==> config.mk <==
export PLATFORM = sky130hd
export DESIGN_NAME = uart_rx
export DESIGN_NICKNAME = d
export VERILOG_FILES = /design/src/rtl/uart_rx.sv
export SDC_FILE = /design/constraint.sdc
export NUM_CORES = 1
export LEC_CHECK = 0
export CAP_MARGIN = 10
export CORE_MARGIN = 1
export CORE_UTILIZATION = 40
export DETAILED_ROUTE_END_ITERATION = 6
export PLACE_DENSITY = 0.71
export SYNTH_ARGS = -nofsm -noshare
export SYNTH_HDL_FRONTEND = slang
export SYNTH_SLANG_ARGS = --single-unit
export TNS_END_PERCENT = 50
==> constraint.sdc <==
create_clock -name clk -period 4.6 [get_ports clk]
set_clock_uncertainty 0.2 [all_clocks]
set_input_delay 0.46 -clock clk [delete_from_list [all_inputs] [get_ports clk]]
set_output_delay 0.46 -clock clk [all_outputs]
set_load 0.005 [all_outputs]
==> src/rtl/uart_rx.sv <==
// UART receiver: 1 start, 8 data (LSB first), 1 stop. Mid-bit sampling on a
// synchronised pin, with valid/framing-error/overrun flags cleared by an ack pulse.
module uart_rx #(
  parameter int CLKS_PER_BIT = 1,
  parameter int SYNC_STAGES  = 2
) (
  input  logic       clk,
  input  logic       resetn,
  input  logic       pin,
  input  logic [7:0] ctrl,
  output logic [7:0] data,
  output logic       state_rx_valid,
  output logic       state_rx_busy,
  output logic       state_rx_ferr,
  output logic       state_rx_ovr
);

  typedef enum logic [2:0] {IDLE, START, DATA, STOP, BREAK} state_t;

  localparam int H  = CLKS_PER_BIT / 2;
  localparam int CW = (CLKS_PER_BIT > 1) ? $clog2(CLKS_PER_BIT) : 1;
  localparam logic [CW-1:0] CNT_BIT  = CW'(CLKS_PER_BIT - 1);
  localparam logic [CW-1:0] CNT_HALF = CW'((H > 0) ? H - 1 : 0);

  state_t                 state, state_n;
  logic [SYNC_STAGES-1:0] sync_q;
  logic                   sync;
  logic [CW-1:0]          cnt;
  logic [2:0]             bitcnt;
  logic [7:0]             shift;
  logic                   rx_en, ack, tick;
  logic                   sample_bit, done_ok, done_err;

  assign rx_en = ctrl[0];
  assign ack   = ctrl[1];
  assign sync  = sync_q[SYNC_STAGES-1];
  assign tick  = (state == START) ? (cnt == CNT_HALF) : (cnt == CNT_BIT);

  // Synchroniser resets to the idle line level so reset never fakes a start bit.
  always_ff @(posedge clk or posedge resetn) begin
    if (resetn) begin
      sync_q <= '1;
    end else begin
      sync_q[0] <= pin;
      for (int i = 1; i < SYNC_STAGES; i++) sync_q[i] <= sync_q[i-1];
    end
  end

  // State register; busy is registered alongside so it tracks state exactly.
  always_ff @(posedge clk or posedge resetn) begin
    if (resetn) begin
      state         <= IDLE;
      state_rx_busy <= 1'b0;
    end else begin
      state         <= state_n;
      state_rx_busy <= (state_n != IDLE);
    end
  end

  always_comb begin
    state_n = state;
    case (state)
      IDLE:  if (rx_en && !sync) state_n = (H == 0) ? DATA : START;
      START: if (tick) state_n = sync ? IDLE : DATA;
      DATA:  if (tick && bitcnt == 3'd7) state_n = STOP;
      STOP:  if (tick) state_n = sync ? IDLE : BREAK;
      BREAK: if (sync) state_n = IDLE;
      default: state_n = IDLE;
    endcase
    if (!rx_en) state_n = IDLE;
  end

  // Event strobes; a disabled receiver never commits anything.
  always_comb begin
    sample_bit = 1'b0;
    done_ok    = 1'b0;
    done_err   = 1'b0;
    if (rx_en && tick) begin
      sample_bit = (state == DATA);
      done_ok    = (state == STOP) && sync;
      done_err   = (state == STOP) && !sync;
    end
  end

  always_ff @(posedge clk or posedge resetn) begin
    if (resetn) begin
      cnt    <= '0;
      bitcnt <= '0;
      shift  <= '0;
    end else begin
      if (state_n != state || tick || state == IDLE || state == BREAK) cnt <= '0;
      else                                                             cnt <= cnt + 1'b1;
      if (state != DATA) bitcnt <= '0;
      else if (tick)     bitcnt <= bitcnt + 3'd1;
      if (sample_bit) shift[bitcnt] <= sync;
    end
  end

  // Completion is applied after the ack clear, so a same-cycle completion wins.
  always_ff @(posedge clk or posedge resetn) begin
    if (resetn) begin
      data           <= '0;
      state_rx_valid <= 1'b0;
      state_rx_ferr  <= 1'b0;
      state_rx_ovr   <= 1'b0;
    end else begin
      if (ack) begin
        state_rx_valid <= 1'b0;
        state_rx_ferr  <= 1'b0;
        state_rx_ovr   <= 1'b0;
      end
      if (done_ok) begin
        data           <= shift;
        state_rx_valid <= 1'b1;
        if (state_rx_valid && !ack) state_rx_ovr <= 1'b1;
      end
      if (done_err) begin
        data          <= shift;
        state_rx_ferr <= 1'b1;
      end
    end
  end

endmodule

* Word-level counts from Yosys, hierarchy flattened
Index checks and enable logic that the tools add are counted.
** Word-level totals
- Memory bits (read-only) :: 0
- Memories kept :: 0
- Bits in latches :: 0
- Register bits after elaboration :: 29
- Memory bits (writable) :: 0
- Input port bits :: 11
- Output and inout bits :: 12
- Logic and storage cells :: 66
** Operators by class
- Multipliers :: 0
- $lt $le $gt $ge :: 2
- Mux-type cells :: 26
- Equal/unequal tests :: 8
- Div/mod/pow operators :: 0
- Reduce and logical (&&, ||, !) cells :: 17
- $add $sub $neg :: 2
- Shifts and indexed selects :: 0
- Bitwise gates (word level) :: 1
** Operators with widths (count)
- $mux 3 :: 9
- $mux 8 :: 2
- $pmux 3 s5 :: 1
- $mux 1 :: 11
- $bwmux 8 :: 1
- $logic_and 1x1->1 :: 7
- $eq 3x2->1 const B :: 2
- $eq 3x3->1 const B :: 2
- $reduce_bool 2->1 :: 3
- $lt 3x4->1 const B :: 1
- $add 3x1->3 const B :: 1
- $demux 1 s3 :: 1
- $eq 3x1->1 const B :: 1
- $ge 3x1->1 const B :: 1
- $logic_not 3->1 :: 1
- $logic_or 1x1->1 :: 3
- $ne 3x2->1 const B :: 1
- $ne 3x3->1 :: 1
- $reduce_bool 3->1 :: 1
- $logic_not 1->1 :: 2
- $mux 2 :: 1
- $ne 2x1->1 const B :: 1
- $add 1x1->1 const B :: 1
- $not 1->1 :: 1

* Longest topological paths before layout
Gate-level depths: netlist of the first run.
- Depth in word-level cells :: 10
- Depth in mapped cells :: 5
- Mapped depth without buffers :: 5

* Worst setup path after synthesis of the first run
Ideal clock, no wire load.
- Path type :: register -> register
- From :: reg state[0]
- To :: reg shift[6]
- Period minus slack after synthesis :: 1538 ps
- Required time :: 4273 ps
- Path slack :: 3062 ps
- Arrival :: 1211 ps
- Library setup time :: 127 ps
- Path buffers :: 1
- Cell stages (with the launch flop) :: 5
- Path through :: dfrtp_1 > buf_6 > nor4b_4 > nand4_1 > mux2_1
** On the way
- Cells in the longest elaborated chain, start to end :: 2
** RTL lines
- start: declaration :: line 25 : state_t state, state_n;
- start signal: assignment :: line 55 : state <= state_n;
- $eq 3x2->1 :: line 79 : sample_bit = (state == DATA);
- $mux 1 :: line 78 : if (rx_en && tick) begin
- end signal: indexed assignment :: line 95 : if (sample_bit) shift[bitcnt] <= sync;
- end: declaration :: line 30 : logic [7:0] shift;
Every way passes these cells.
A chain may end at the register's enable or synchronous reset.

* Worst setup path in the final report of the first run
- From :: in ctrl[0]
- To :: reg data[1]
** On the way
- Cells in the longest elaborated chain, start to end :: 3
- Elaborated cells on any way between the ends :: 5
- Those cells by class :: mux (3); reduce/logical (2)
** RTL lines
- start: declaration :: line 10 : input logic [7:0] ctrl,
- $logic_and 1x1->1 (*) :: line 78
- $mux 1 :: line 78
- $mux 8 or $reduce_bool 2->1 (tied branches)
- end signal: assignment :: line 113 : data <= shift;
- end signal: assignment :: line 118 : data <= shift;
- end: declaration :: line 11 : output logic [7:0] data,
Mark *: on every way between the ends. The rest lies on a longest branch, timed or not.

==> flow_summary.toml, run 1 <==
[clock_tree]
cts_tree = "done"
post_cts_buffers = 0
insertion_delay_ns = 0.32
clk_path_buf_depth = 2
h-tree-depth = 2
cts_resized = 0
path_clk_slew_ns = 0.09
cts_hold_buffers = 0
cts_sinks = 29
cts_root_buf = "clkbuf_4"
cts_buffers = 5

[timing]
hold_viol = 0
finalMaxSlewViolations = 0
rsz0062_at_grt = "no"
finalSetupViolCount = 0
tns_ns = 0
worst_slack_ns = 2.71
finalCritPeriodShare_pct = 41.0
post-route-min-period_ns = 1.89
fmax_mhz = 530

[worst_setup_path]
path_cells = "clkdlybuf4s50_1, and2b_1, nand3_2, mux2_2"
start_kind = "primary input"
endpoint_kind = "flip-flop"
critical-path-top-delay-family = "buffers and inverters"
required_ns = 4.62
crit_fanout = 11
worstPathArrival_ns = 1.90
crit_buf_inv = 1
crit_type = "in2reg"
slowest_delay_ns = 0.58
worst_path_max_delay_cell = "clkdlybuf4s50_1"

[synth]
synth_seq_cells = 29
async_flop_share_pct = 100
synth_cells = 97
ys.flop_type = "dfrtp_1"
synth_fp_nets = 110
syn_area_um2 = 1280
yosysUniqueCellTypes = 32
yosysSeqAreaShare_pct = 57.0
ys_warn_count = 0
synth_edf_count = 0
syn-mean-instance-area_um2 = 13.2

[global_route]
grt_pass1_wl_um = 3980
met1_usage_pct = 21.0
met3_usage_pct = 5.05
grt_use_met2_pct = 24.1
grt_use_total_pct = 16.5
antenna_found_initial = 0
grt-ovfl-total = 0
grt_max_degree = 30
grt_pass1_vias = 826
grt-busiest-layer = "met2"

[place]
io_buffers = 16
dp_hpwl_um = 1540
gp_congestion = 0.757
dpl_worst_slack_ns = 2.37

[finish]
multiInputGateArea_um2 = 507
antenna_cells = 0
layout_commonest_cell = "dfrtp_1"
regArea_um2 = 728
n_fill_cell = 284
final_cell_mix = "dfrtp_1 (27), clkdlybuf4s50_1 (16), mux2_2 (15)"
drive_gt1_share_pct = 27.1
final_core_util_pct = 50.8
area_growth_pct = 21.4
layout.nets = 130

[worst_hold_path]
hold_path.class = "reg2reg"

[floorplan]
fp.dieW_um = 58.5
chipHeight_um = 58.5
dieArea_um2 = 3420
io_pins = 23
row_count = 20
core_um2 = 3050
start_util_pct = 41.8

[power_and_ir_drop]
p_per_area_nw_per_um2 = 298
leakagePower_nw = 0.722
ir_drop_v = 0.000212
power_w = 0.000463

[routing]
drtIter0Drc = 27
via_count = 787
ant_nets = 0
wl_um = 2240
avgViaCountPerCell = 4.86
drc_errors = 0
first_pass_iters = 4
wl_per_cell_um = 13.8

[run]
drv_cap = 0

[outcome]
status = "finished, final reports clean"
-- worst reg2reg max path: stages, from the launching register on --
cell,delay (ns)
dfrtp_1,0.52
and2b_1,0.31
nand3_2,0.27
mux2_2,0.38
-- metal layers --
metal  wire length (um)  vias up
met5                  0        -
met4                 63        0
li1                   -      379
met3                 98        7
met1               1020      382
met2               1060       19
-- registers in the layout, summed over array words and instances, names as in the netlist --
signal,flops
bitcnt,3
cnt,1
data,8
shift,8
state,3
state_rx_busy,1
state_rx_ferr,1
state_rx_ovr,1
state_rx_valid,1
sync_q,2
-- cells in the mapped netlist, types with 2 or more instances --
cell type / n / area share (%)
nand2b_1: 2 / 0.98
o22ai_1: 2 / 0.98
ha_1: 2 / 2.0
dfrtp_1: 27 / 53
nand2_1: 6 / 1.8
o21ai_0: 2 / 0.78
a21oi_1: 2 / 0.78
nand4_1: 2 / 0.98
dfstp_2: 2 / 4.1
mux2i_1: 2 / 1.6
and3_1: 2 / 0.98
inv_1: 4 / 1.2
and4bb_2: 4 / 3.9
mux2_2: 15 / 13
nor2_1: 6 / 1.8
-- report_power, final --
part | internal [W] | leakage (nW) | switching (W) | total (W)
logic | 0.0000176 | 0.300 | 0.0000141 | 0.0000318
clock network | 0.0000753 | 0.0326 | 0.0000819 | 0.000157
registers | 0.000265 | 0.389 | 0.00000930 | 0.000274
-- stage by stage --
step / cells / hold WS (ns) / cell area [um2]
2_1_floorplan: 97 / 0.145 / 1280
3_3_place_gp: 153 / 0.146 / 1470
3_5_place_dp: 153 / 0.157 / 1470
4_1_cts: 161 / 0.166 / 1520
5_1_grt: 162 / 0.161 / 1550
6_report: 162 / 0.164 / 1550
-- cell type report --
type,instances,area share [%]
repair buffers,17,12.1
well taps,44,3.55
clock buffers,8,3.79
multi-input cells,60,32.7
inverters,4,0.968
flip-flops and latches,29,46.9
-- kinds of logic after synthesis --
kind of cell	synth area share, %
AOI/OAI and AO/OA	4.51
xor gates and xnor gates	0.686
adders and majority gates	1.96
buffers and inverters	3.33
DFF	57.0
muxes	15.7
other	0.294
and+or+nand+nor	16.6
-- final timing paths --
kind | start | to | slack (ns) | depth (start not counted)
hold reg to reg | sync_q[0]$_DFF_PP1_ | sync_q[1]$_DFF_PP1_ | 0.16 | 0
setup / recovery | ctrl[0] | data[1]$_DFFE_PP0P_ | 2.71 | 4
setup reg to reg | cnt$_DFF_PP0_ | data[1]$_DFFE_PP0P_ | 2.82 | 3
max in group asynchronous | resetn | sync_q[0]$_DFF_PP1_ | 3.47 | 3
min in group asynchronous | resetn | data[1]$_DFFE_PP0P_ | 0.21 | 2
hold / removal | sync_q[0]$_DFF_PP1_ | sync_q[1]$_DFF_PP1_ | 0.16 | 0
(Power assumes the default switching activity.)
==> inputs of run 2 (changes only) <==
==> constraint.sdc (replaced) <==
create_clock -name clk -period 1.9 [get_ports clk]
set_clock_uncertainty 0.2 [all_clocks]
set_input_delay 0.19 -clock clk [delete_from_list [all_inputs] [get_ports clk]]
set_output_delay 0.19 -clock clk [all_outputs]
set_load 0.005 [all_outputs]
==> flow_summary.toml, run 2 (synthesized netlist as in run 1, its figures left out) <==
[floorplan]
chipHeight_um = 58.5
core_um2 = 3050
io_pins = 23
row_count = 20
start_util_pct = 41.8
fp.dieW_um = 58.5
dieArea_um2 = 3420

[worst_setup_path]
worst_path_max_delay_cell = "dfrtp_1"
critical-path-top-delay-family = "simple AND/OR/NAND/NOR gates"
crit_fanout = 10
path_cells = "nor4b_4, nand4_1, mux2_1"
crit_buf_inv = 0
endpoint_kind = "flip-flop"
worstPathArrival_ns = 1.69
crit_type = "reg2reg"
reg2reg_slack_ns = 0.21
required_ns = 1.90
slowest_delay_ns = 0.50
start_kind = "flip-flop"

[clock_tree]
cts_sinks = 29
h-tree-depth = 2
post_cts_buffers = 0
cts_buffers = 5
cts_tree = "done"
cts_root_buf = "clkbuf_4"
insertion_delay_ns = 0.32
clk_path_buf_depth = 2
cts_hold_buffers = 0
path_clk_slew_ns = 0.08
cts_resized = 0

[finish]
layout_commonest_cell = "dfrtp_1"
layout.nets = 132
fin_cells = 164
antenna_cells = 0
n_fill_cell = 284
regArea_um2 = 728
area_growth_pct = 20.3
final_cell_mix = "dfrtp_1 (27), clkdlybuf4s50_1 (16), mux2_2 (15)"
multiInputGateArea_um2 = 507
reg_top3 = "data (8), shift (8)"
drive_gt1_share_pct = 27.5

[timing]
hold_viol = 0
finalSetupViolCount = 0
post-route-min-period_ns = 1.69
rsz0062_at_grt = "no"
finalCritPeriodShare_pct = 88.9
worst_slack_ns = 0.212
tns_ns = 0
fmax_mhz = 592
finalMaxSlewViolations = 0

[global_route]
grt_use_total_pct = 15.1
grt-ovfl-total = 0
antenna_found_initial = 0
grt_max_degree = 30
grt_pass1_vias = 801
grt_pass1_wl_um = 3670

[routing]
drc_errors = 0
wl_um = 2120
ant_nets = 0
via_count = 806
avgViaCountPerCell = 4.91
wl_per_cell_um = 13.0
drtIter0Drc = 10
first_pass_iters = 4

[place]
dpl_worst_slack_ns = 0.0467
dp_hpwl_um = 1460
io_buffers = 16
gp_congestion = 0.782
dp.cells = 156

[outcome]
status = "finished, final reports clean"

[power_and_ir_drop]
p_per_area_nw_per_um2 = 701
leakagePower_nw = 0.717
ir_drop_v = 0.000479
power_w = 0.00108

[worst_hold_path]
hold_path.class = "in2async"

[run]
drv_cap = 0
==> run 2: cell types whose count changed in the layout (fill, tap and decap cells not counted), sizes merged <==
cell / before / now
buf: 1 / 3
==> run 2: power by group <==
| part | total, W | switching, W | internal [W] |
|---|---|---|---|
| Combinational | 0.0000785 | 0.0000373 | 0.0000412 |
| Sequential | 0.000659 | 0.0000181 | 0.000641 |
| Clock | 0.000340 | 0.000193 | 0.000147 |
==> run 2: tightest hold or removal path: stages <==
cell and delay, ns:
clkdlybuf4s50_1 0.40, inv_1 0.05, buf_4 0.33
==> run 2: through the flow <==
stage,utilization (%),area [um2],hold slack [ns]
floorplan,-,1280,-0.00552
global placement,48.7,1490,0.146
detailed placement,48.7,1490,0.151
CTS,50.3,1540,0.0340
global route,50.3,1540,0.0510
finish,50.3,1540,0.0370
==> run 2: path summary, 6_finish.rpt <==
check | start | end | cells past startpoint
max | state[0]$_DFF_PP0_ | shift[6]$_DFFE_PP0P_ | 3
min | resetn | state_rx_ovr$_DFF_PP0_ | 3
max reg2reg | state[0]$_DFF_PP0_ | shift[6]$_DFFE_PP0P_ | 3
min reg2reg | sync_q[0]$_DFF_PP1_ | sync_q[1]$_DFF_PP1_ | 0
max in group asynchronous | resetn | sync_q[0]$_DFF_PP1_ | 3
min in group clk | pin | sync_q[0]$_DFF_PP1_ | 1
==> run 2: cell type report <==
cell class,count,share of cell area [%]
Inverter,4,0.977
Clock buffer,8,3.18
Tap cell,44,3.58
Multi-Input combinational cell,60,33.0
Sequential cell,29,47.4
Timing Repair Buffer,19,11.9
==> run 2: per-layer routing <==
metal / part of all wire [%] / global-route usage, % / vias to the layer above
li1: - / - / 384
met1: 46 / 18.3 / 397
met2: 48 / 23.3 / 23
met3: 5.3 / 4.62 / 2
met4: 0.66 / 10.2 / 0
met5: 0 / 0 / -
